==> config.mk <==
export PLATFORM = sky130hd
export DESIGN_NAME = ucie_param_negotiator_flat
export DESIGN_NICKNAME = d
export VERILOG_FILES = /design/src/rtl/ucie_param_negotiator_if.sv /design/src/rtl/ucie_param_negotiator.sv /design/src/flat_wrapper.sv
export SDC_FILE = /design/constraint.sdc
export NUM_CORES = 2
export LEC_CHECK = 0
export BUFFER_PORTS_ARGS = -buffer_cell sky130_fd_sc_hd__buf_2
export CORE_AREA = 2 2 641 643
export CTS_BUF_LIST = sky130_fd_sc_hd__clkbuf_8
export DETAILED_ROUTE_END_ITERATION = 12
export DIE_AREA = 0 0 643 645
export GPL_TIMING_DRIVEN = 0
export PLACE_DENSITY_LB_ADDON = 0.25
export SYNTH_ARGS = -nofsm -noshare
export SYNTH_HDL_FRONTEND = slang
export SYNTH_SLANG_ARGS = --single-unit
==> constraint.sdc <==
create_clock -name clk -period 12.5 [get_ports clk]
set_clock_uncertainty 0.1 [all_clocks]
set_input_delay 3.75 -clock clk [delete_from_list [all_inputs] [get_ports clk]]
set_output_delay 3.75 -clock clk [all_outputs]
set_load 0.05 [all_outputs]
==> src/rtl/ucie_param_negotiator_if.sv <==
// Sideband valid/ready stream between the parameter negotiator (master) and the
// sideband packetiser (slave): one tx word stream and one rx word stream.
interface ucie_param_negotiator_if #(
  parameter int DATA_W = 32
);
  logic [DATA_W-1:0] tx_data;
  logic              tx_valid;
  logic              tx_ready;
  logic [DATA_W-1:0] rx_data;
  logic              rx_valid;
  logic              rx_ready;

  modport master (
    output tx_data, tx_valid, rx_ready,
    input  tx_ready, rx_data, rx_valid
  );

  modport slave (
    input  tx_data, tx_valid, rx_ready,
    output tx_ready, rx_data, rx_valid
  );
endinterface

==> src/rtl/ucie_param_negotiator.sv <==
// D2D adapter parameter exchange: concurrent tx/rx of NUM_PARAMS words, per-parameter
// negotiation, timeout/checksum recovery by bounded retry. Optional: UCIE_PNEG_CHECKSUM_EN.
module ucie_param_negotiator #(
  parameter int NUM_PARAMS     = 16,
  parameter int DATA_W         = 32,
  parameter int TIMEOUT_CYCLES = 1024,
  parameter int MAX_RETRIES    = 3,
  localparam int RC_W          = (MAX_RETRIES > 0) ? $clog2(MAX_RETRIES + 1) : 1
) (
  input  logic                         clk,
  input  logic                         rst_n,
  input  logic                         start,
  input  logic                         abort,
  input  logic [NUM_PARAMS*DATA_W-1:0] local_params,
  input  logic [2*NUM_PARAMS-1:0]      neg_mode,
  ucie_param_negotiator_if.master      sb,
  output logic [NUM_PARAMS*DATA_W-1:0] remote_params,
  output logic [NUM_PARAMS*DATA_W-1:0] neg_params,
  output logic [NUM_PARAMS-1:0]        mismatch_mask,
  output logic                         busy,
  output logic                         done,
  output logic                         error,
  output logic [1:0]                   error_code,
  output logic [RC_W-1:0]              retry_count
);

`ifdef UCIE_PNEG_CHECKSUM_EN
  localparam int N_WORDS = NUM_PARAMS + 1;
`else
  localparam int N_WORDS = NUM_PARAMS;
`endif
  localparam int IDX_W  = $clog2(N_WORDS + 1);
  localparam int PIDX_W = $clog2(NUM_PARAMS);
  localparam int TMR_W  = $clog2(TIMEOUT_CYCLES + 1);

  localparam logic [IDX_W-1:0]  N_WORDS_I  = IDX_W'(N_WORDS);
  localparam logic [IDX_W-1:0]  N_PARAMS_I = IDX_W'(NUM_PARAMS);
  localparam logic [PIDX_W-1:0] LAST_P     = PIDX_W'(NUM_PARAMS - 1);
  localparam logic [TMR_W-1:0]  TMO        = TMR_W'(TIMEOUT_CYCLES);
  localparam logic [RC_W-1:0]   RC_MAX     = RC_W'(MAX_RETRIES);

  typedef enum logic [2:0] {
    S_IDLE, S_XFER, S_CHECK, S_RETRY, S_NEGOTIATE, S_DONE, S_ERROR
  } state_e;

  typedef enum logic [1:0] {
    MODE_MIN = 2'b00, MODE_AND = 2'b01, MODE_EXACT = 2'b10, MODE_MAX = 2'b11
  } mode_e;

  typedef enum logic [1:0] {
    EC_NONE = 2'b00, EC_TIMEOUT = 2'b01, EC_CHECKSUM = 2'b10, EC_MISMATCH = 2'b11
  } ec_e;

  typedef logic [NUM_PARAMS-1:0][DATA_W-1:0] words_t;

  state_e                state_q, state_d;
  words_t                snap_q, snap_d;
  words_t                remote_q, remote_d;
  words_t                neg_q, neg_d;
  logic [NUM_PARAMS-1:0] mismatch_q, mismatch_d;
  logic [IDX_W-1:0]      tx_idx_q, tx_idx_d;
  logic [IDX_W-1:0]      rx_idx_q, rx_idx_d;
  logic [PIDX_W-1:0]     neg_idx_q, neg_idx_d;
  logic [TMR_W-1:0]      timer_q, timer_d;
  logic [RC_W-1:0]       retry_q, retry_d;
  ec_e                   ec_q, ec_d;
`ifdef UCIE_PNEG_CHECKSUM_EN
  logic [DATA_W-1:0]     rx_sum_q, rx_sum_d;
  logic [DATA_W-1:0]     tx_csum;
`endif

  logic              tx_valid, rx_ready, tx_fire, rx_fire;
  logic [DATA_W-1:0] tx_word;
  logic [DATA_W-1:0] l_w, r_w, neg_res;
  logic              neg_mis;

  // Stream side: word index comes straight from the registered counters, so tx_data
  // cannot change while a word is waiting for tx_ready.
  always_comb begin
    tx_valid = (state_q == S_XFER) && (tx_idx_q < N_WORDS_I);
    rx_ready = (state_q == S_XFER) && (rx_idx_q < N_WORDS_I);
    tx_word  = snap_q[tx_idx_q[PIDX_W-1:0]];
`ifdef UCIE_PNEG_CHECKSUM_EN
    tx_csum = '0;
    for (int i = 0; i < NUM_PARAMS; i++) tx_csum = tx_csum ^ snap_q[i];
    if (tx_idx_q == N_PARAMS_I) tx_word = tx_csum;
`endif
  end

  assign tx_fire     = tx_valid && sb.tx_ready;
  assign rx_fire     = rx_ready && sb.rx_valid;
  assign sb.tx_valid = tx_valid;
  assign sb.rx_ready = rx_ready;
  assign sb.tx_data  = tx_valid ? tx_word : '0;

  // One parameter per cycle; MIN/MAX compare unsigned.
  always_comb begin
    l_w     = snap_q[neg_idx_q];
    r_w     = remote_q[neg_idx_q];
    neg_res = l_w;
    neg_mis = 1'b0;
    case (neg_mode[2*neg_idx_q +: 2])
      MODE_MIN:   begin neg_res = (l_w < r_w) ? l_w : r_w; neg_mis = (neg_res == '0); end
      MODE_AND:   begin neg_res = l_w & r_w;               neg_mis = (neg_res == '0); end
      MODE_EXACT: begin neg_res = l_w;                     neg_mis = (l_w != r_w);    end
      MODE_MAX:   begin neg_res = (l_w > r_w) ? l_w : r_w; neg_mis = (neg_res == '0); end
      default:    ;
    endcase
  end

  always_comb begin
    // NOTE: every *_d starts as its *_q, so paths that do not assign it hold state
    // instead of inferring a latch.
    state_d    = state_q;
    snap_d     = snap_q;
    remote_d   = remote_q;
    neg_d      = neg_q;
    mismatch_d = mismatch_q;
    tx_idx_d   = tx_idx_q;
    rx_idx_d   = rx_idx_q;
    neg_idx_d  = neg_idx_q;
    timer_d    = timer_q;
    retry_d    = retry_q;
    ec_d       = ec_q;
`ifdef UCIE_PNEG_CHECKSUM_EN
    rx_sum_d   = rx_sum_q;
`endif

    if (abort) begin
      state_d = S_IDLE;
      ec_d    = EC_NONE;
    end else begin
      case (state_q)
        S_IDLE, S_DONE, S_ERROR: begin
          if (start) begin
            snap_d     = local_params;
            tx_idx_d   = '0;
            rx_idx_d   = '0;
            neg_idx_d  = '0;
            timer_d    = '0;
            retry_d    = '0;
            ec_d       = EC_NONE;
            mismatch_d = '0;
`ifdef UCIE_PNEG_CHECKSUM_EN
            rx_sum_d   = '0;
`endif
            state_d    = S_XFER;
          end
        end
        S_XFER: begin
          if (timer_q == TMO) begin
            ec_d    = EC_TIMEOUT;
            state_d = S_RETRY;
          end else if ((tx_idx_q == N_WORDS_I) && (rx_idx_q == N_WORDS_I)) begin
            neg_idx_d = '0;
`ifdef UCIE_PNEG_CHECKSUM_EN
            state_d   = S_CHECK;
`else
            state_d   = S_NEGOTIATE;
`endif
          end else begin
            if (tx_fire) tx_idx_d = tx_idx_q + 1'b1;
            if (rx_fire) begin
              if (rx_idx_q < N_PARAMS_I) remote_d[rx_idx_q[PIDX_W-1:0]] = sb.rx_data;
`ifdef UCIE_PNEG_CHECKSUM_EN
              rx_sum_d = rx_sum_q ^ sb.rx_data;
`endif
              rx_idx_d = rx_idx_q + 1'b1;
              timer_d  = '0;
            end else begin
              timer_d = timer_q + 1'b1;
            end
          end
        end
`ifdef UCIE_PNEG_CHECKSUM_EN
        // Checksum word was folded into rx_sum as well, so a clean frame sums to zero.
        S_CHECK: begin
          if (rx_sum_q == '0) begin
            state_d = S_NEGOTIATE;
          end else begin
            ec_d    = EC_CHECKSUM;
            state_d = S_RETRY;
          end
        end
`endif
        S_RETRY: begin
          if (retry_q == RC_MAX) begin
            state_d = S_ERROR;
          end else begin
            retry_d  = retry_q + 1'b1;
            tx_idx_d = '0;
            rx_idx_d = '0;
            timer_d  = '0;
            ec_d     = EC_NONE;
`ifdef UCIE_PNEG_CHECKSUM_EN
            rx_sum_d = '0;
`endif
            state_d  = S_XFER;
          end
        end
        S_NEGOTIATE: begin
          neg_d[neg_idx_q]      = neg_res;
          mismatch_d[neg_idx_q] = neg_mis;
          if (neg_idx_q == LAST_P) begin
            if ((|mismatch_q) || neg_mis) begin
              ec_d    = EC_MISMATCH;
              state_d = S_ERROR;
            end else begin
              state_d = S_DONE;
            end
          end else begin
            neg_idx_d = neg_idx_q + 1'b1;
          end
        end
        default: state_d = S_IDLE;
      endcase
    end
  end

  // NOTE: snapshot/remote/negotiated words are visible state, so they are reset too,
  // not just the control flops.
  always_ff @(posedge clk or negedge rst_n) begin
    if (!rst_n) begin
      state_q    <= S_IDLE;
      snap_q     <= '0;
      remote_q   <= '0;
      neg_q      <= '0;
      mismatch_q <= '0;
      tx_idx_q   <= '0;
      rx_idx_q   <= '0;
      neg_idx_q  <= '0;
      timer_q    <= '0;
      retry_q    <= '0;
      ec_q       <= EC_NONE;
`ifdef UCIE_PNEG_CHECKSUM_EN
      rx_sum_q   <= '0;
`endif
    end else begin
      state_q    <= state_d;
      snap_q     <= snap_d;
      remote_q   <= remote_d;
      neg_q      <= neg_d;
      mismatch_q <= mismatch_d;
      tx_idx_q   <= tx_idx_d;
      rx_idx_q   <= rx_idx_d;
      neg_idx_q  <= neg_idx_d;
      timer_q    <= timer_d;
      retry_q    <= retry_d;
      ec_q       <= ec_d;
`ifdef UCIE_PNEG_CHECKSUM_EN
      rx_sum_q   <= rx_sum_d;
`endif
    end
  end

  assign remote_params = remote_q;
  assign neg_params    = neg_q;
  assign mismatch_mask = mismatch_q;
  assign retry_count   = retry_q;
  assign error_code    = ec_q;
  assign done          = (state_q == S_DONE);
  assign error         = (state_q == S_ERROR);
  assign busy          = (state_q == S_XFER) || (state_q == S_CHECK) ||
                         (state_q == S_RETRY) || (state_q == S_NEGOTIATE);

endmodule
==> src/flat_wrapper.sv <==
// flat-port wrapper written by rule: the top's interface ports become plain ports
module ucie_param_negotiator_flat 
#(
  parameter int NUM_PARAMS     = 16,
  parameter int DATA_W         = 32,
  parameter int TIMEOUT_CYCLES = 1024,
  parameter int MAX_RETRIES    = 3,
  localparam int RC_W          = (MAX_RETRIES > 0) ? $clog2(MAX_RETRIES + 1) : 1
)
  (clk, rst_n, start, abort, local_params, neg_mode, remote_params, neg_params, mismatch_mask, busy, done, error, error_code, retry_count, sb_tx_data, sb_tx_valid, sb_rx_ready, sb_tx_ready, sb_rx_data, sb_rx_valid);
  ucie_param_negotiator_if #(.DATA_W(DATA_W)) sb_i ();
  input  logic clk;
  input  logic rst_n;
  input  logic start;
  input  logic abort;
  input  logic [NUM_PARAMS*DATA_W-1:0] local_params;
  input  logic [2*NUM_PARAMS-1:0] neg_mode;
  output logic [NUM_PARAMS*DATA_W-1:0] remote_params;
  output logic [NUM_PARAMS*DATA_W-1:0] neg_params;
  output logic [NUM_PARAMS-1:0] mismatch_mask;
  output logic busy;
  output logic done;
  output logic error;
  output logic [1:0] error_code;
  output logic [RC_W-1:0] retry_count;
  output wire logic [$bits(sb_i.tx_data)-1:0] sb_tx_data;
  output wire logic [$bits(sb_i.tx_valid)-1:0] sb_tx_valid;
  output wire logic [$bits(sb_i.rx_ready)-1:0] sb_rx_ready;
  input wire logic [$bits(sb_i.tx_ready)-1:0] sb_tx_ready;
  input wire logic [$bits(sb_i.rx_data)-1:0] sb_rx_data;
  input wire logic [$bits(sb_i.rx_valid)-1:0] sb_rx_valid;
  assign sb_tx_data = sb_i.tx_data;
  assign sb_tx_valid = sb_i.tx_valid;
  assign sb_rx_ready = sb_i.rx_ready;
  assign sb_i.tx_ready = sb_tx_ready;
  assign sb_i.rx_data = sb_rx_data;
  assign sb_i.rx_valid = sb_rx_valid;
  ucie_param_negotiator #(.NUM_PARAMS(NUM_PARAMS), .DATA_W(DATA_W), .TIMEOUT_CYCLES(TIMEOUT_CYCLES), .MAX_RETRIES(MAX_RETRIES)) u_core (.clk(clk), .rst_n(rst_n), .start(start), .abort(abort), .local_params(local_params), .neg_mode(neg_mode), .sb(sb_i), .remote_params(remote_params), .neg_params(neg_params), .mismatch_mask(mismatch_mask), .busy(busy), .done(done), .error(error), .error_code(error_code), .retry_count(retry_count));
endmodule
==> metrics.md <==
| Metric | Value |
|---|---|
| Max Freq | `106.4 MHz` |
| Worst R2R Start | `u_core.neg_idx_q[1]` |
| DRC errors left | `0` |
| Max-cap violation count | `2` |
| Core area | `0.4081 mm^2` |
| #FFs+latches synth | `1584` |
| Clock Path Buffers | `4` |
| Setup crit end kind | `primary output` |
| Ys async rst share | `100.0%` |
| Post-synth EDFFs | `0` |
| Slew HR | `-1.093%` |
| Maximum vdd drop | `0.1927 mV` |
| Layout Cells excl Fill | `12710` |
| Clock Pin Slew Worst Setup and Hold Paths | `0.07 ns` |
| Worst reg2reg endpoint | `u_core.neg_params[88]` |
| Row cnt | `235` |
| CP delay by family, top | `buffers and inverters` |
| Commonest cells in the netlist | `dfrtp_1 (1584), mux2_2 (1522), mux4_2 (424), clkbuf_1 (264), nand2_1 (136)` |
| DR vias | `58040` |
| HPWL after detailed placement | `378800 um` |
| Syn avg cell area | `15.27 um^2` |
| Utilization of the core after routing | `23.78%` |
| Number of global-route vias before repair | `59240` |
| Post-cts sizing count | `0` |
| DRT antenna net count | `0` |
| Hold Path End | `u_core.timer_q[10]` |
| Critical-path cell list | `clkbuf_1 > clkbuf_1 > inv_1 > nor2_1 > nand2_1 > nor2_1 > clkbuf_1 > and2_1 > buf_2` |
| # IOs | `1663` |
| Status | `complete, but fails checks` |
| DR WL/cell | `37.45 um` |
| Largest fanout on the critical path | `10` |
| Leakage dissipation | `46.76 nW` |
| Cts hold-fix bufs | `0` |
| CTS Root Buffer Type | `clkbuf_8` |
| Synth top area share | `53.40%` |
| Global-route wire length before repair | `610900 um` |
| H-tree depth | `5` |
| Critical path type | `reg -> out` |
| Setup bufs post-CTS | `0` |
| Final worst setup slack | `3.100 ns` |
| Final Slew Violations | `21` |
| Clk sinks | `1584` |
| 1st-iter DRT viols | `5070` |
| Buffers added on ports | `1662` |
| Yosys top cell by area | `dfrtp_1` |
| Worst slack, placed | `3.159 ns` |
| Syn Std Cell Area | `0.07423 mm^2` |
| Slew @ Worst Pin | `1.516 ns` |
| Violated checks | `capacitance limit, slew limit` |
| Count of final setup violators | `0` |
| Grt total ovfl | `0` |
| Initial antenna violation count | `225` |
| Die H | `645 um` |
| R2R setup slack | `3.36 ns` |
| Area grow syn2layout | `30.72%` |
| Start point of the worst hold path | `u_core.timer_q[10]` |
| Iteration count of the initial detailed-routing pass | `6` |
| CP arrival | `5.55 ns` |
| Top cells by area, synth | `dfrtp_1 (53%), mux2_2 (23%), mux4_2 (13%)` |
| Worst EP required | `8.65 ns` |
| Top FF cell, synth | `dfrtp_1` |
| Nets | `7535` |
| Share of layout cells above drive strength 1 | `60.09%` |
| Worst R2R Path Depth | `18` |
| Drt total wl | `476000 um` |
| Largest net degree at the start of global routing | `159` |
| Die ar. | `0.4147 mm^2` |
| Post-Syn Nets | `5520` |
| Initial Utilization | `18.19%` |
| CTS buffer count | `314` |
| Period utilization | `75.20%` |
| Netlist cell types | `64` |
| Synthesis Warnings | `0` |
| Buffer and inverter count on the worst path | `5` |
| Worst-Skew Late Latency | `1.10 ns` |
| CP most frequent cell | `clkbuf_1` |
| CP max-delay cell | `nor2_1` |
| Die X | `643 um` |
| Post-Synthesis Cells | `4861` |
| Pwr dens | `254.9 mW/mm^2` |
| Tightest Hold Check Type | `reg -> reg` |
| Total GRT Usage | `22.20%` |
| Hold Fails Final Rpt | `0` |
| Min Tclk post-route | `9.400 ns` |
| Top-count cell post-synth | `dfrtp_1` |
| Crit-path max cell delay | `1.18 ns` |
| Register area share after synthesis | `53.40%` |
| CTS tree | `done` |
| # placed instances | `12010` |
| Kind of start point of the critical path | `register` |
| Final weighted congestion in routability-driven placement | `0.8906` |
| Setup TNS | `0 ns` |
| Unrepaired setup endpoints after global routing | `no` |
| WHS Path Cells | `1` |
| DR vias/cell | `4.567` |
| Fillers | `43570` |
[report_power, final]
group | internal (W) | switching [W] | total [W] | leakage (nW)
Sequential | 0.00633 | 0.00117 | 0.00750 | 20.8
Combinational | 0.00390 | 0.00785 | 0.0117 | 22.3
Clock | 0.00291 | 0.00258 | 0.00550 | 3.61
Total | 0.0131 | 0.0116 | 0.0247 | 46.8
[logic make-up after synthesis]
group | synth area share, %
AOI/OAI and AO/OA | 3.523
buffers and inverters | 2.552
muxes | 36.67
xor gates and xnor gates | 0.08260
and+or+nand+nor | 2.466
adders and majority gates | 1.308
DFF | 53.40
[worst max-delay path by stage]
stage | start | end | slack, ns | cells after the start
floorplan | u_core.tx_idx_q[0] | sb_tx_data[0] | 6.01 | 6
global placement | rst_n | u_core.neg_params[132] | -29.80 | 1
detailed placement | u_core.neg_idx_q[1] | u_core.neg_params[345] | 3.16 | 18
CTS | u_core.state_q[0] | sb_tx_data[29] | 2.96 | 9
global route | u_core.state_q[0] | sb_tx_data[23] | 2.82 | 9
finish | u_core.state_q[0] | sb_tx_data[29] | 3.10 | 9
[state kept, by name (all words and copies together) (netlist names), 3 cells and up]
signal                flops
u_core.snap_q           512
u_core.neg_idx_q          4
u_core.tx_idx_q           5
u_core.remote_params    512
u_core.neg_params       512
u_core.mismatch_mask     16
u_core.timer_q           11
u_core.rx_idx_q           5
u_core.state_q            3
[final cells by class]
| type | count | area [um^2] | share of cell area, % |
|---|---|---|---|
| diodes | 159 | 397.9 | 0.4100 |
| plain buffers | 398 | 1762 | 1.816 |
| clock buffers | 377 | 5189 | 5.347 |
| clock inverters | 162 | 1082 | 1.115 |
| inverters | 48 | 180.2 | 0.1857 |
| multi-input cells | 2831 | 32810 | 33.82 |
| flip-flops and latches | 1584 | 39640 | 40.85 |
| well taps | 5451 | 6820 | 7.029 |
| repair buffers | 1699 | 9150 | 9.430 |
[cell usage in the layout, fill, tap and decap left out, types with 12 or more instances in the layout]
cell type / instances
a21oi_1: 36
a22oi_1: 128
a311o_1: 32
and2_1: 34
buf_1: 35
buf_12: 14
buf_16: 16
buf_2: 1729
buf_4: 18
clkbuf_1: 233
clkbuf_2: 35
clkbuf_8: 377
clkinv_2: 26
dfrtp_1: 1584
diode_2: 159
ha_1: 76
inv_1: 149
mux2_1: 15
mux2_2: 1522
mux2i_1: 36
mux4_2: 424
nand2_1: 136
nand3_1: 32
nand4_1: 20
nor2_1: 75
nor2b_1: 12
nor4_1: 31
o21ai_0: 87
o21ai_2: 30
o21ai_4: 12
[stage by stage]
stage / area (um^2) / hold slack (ns) / total power, W
2_1_floorplan: 74230 / 0.3375 / 0.01338
3_3_place_gp: 89370 / 0.3681 / 0.01893
3_5_place_dp: 90330 / 0.3733 / 0.01947
4_1_cts: 96600 / 0.3880 / 0.02508
5_1_grt: 96960 / 0.4034 / 0.02577
6_report: 97030 / 0.3812 / 0.02474
[layer usage]
layer	up-vias	part of all wire, %	track usage [%]
li1	22610	-	-
met1	31340	39	26.41
met2	3126	49	37.25
met3	934	7.4	5.515
met4	32	5.1	10.98
met5	-	0.041	0
No activity file was read; power rests on OpenSTA's default activity.
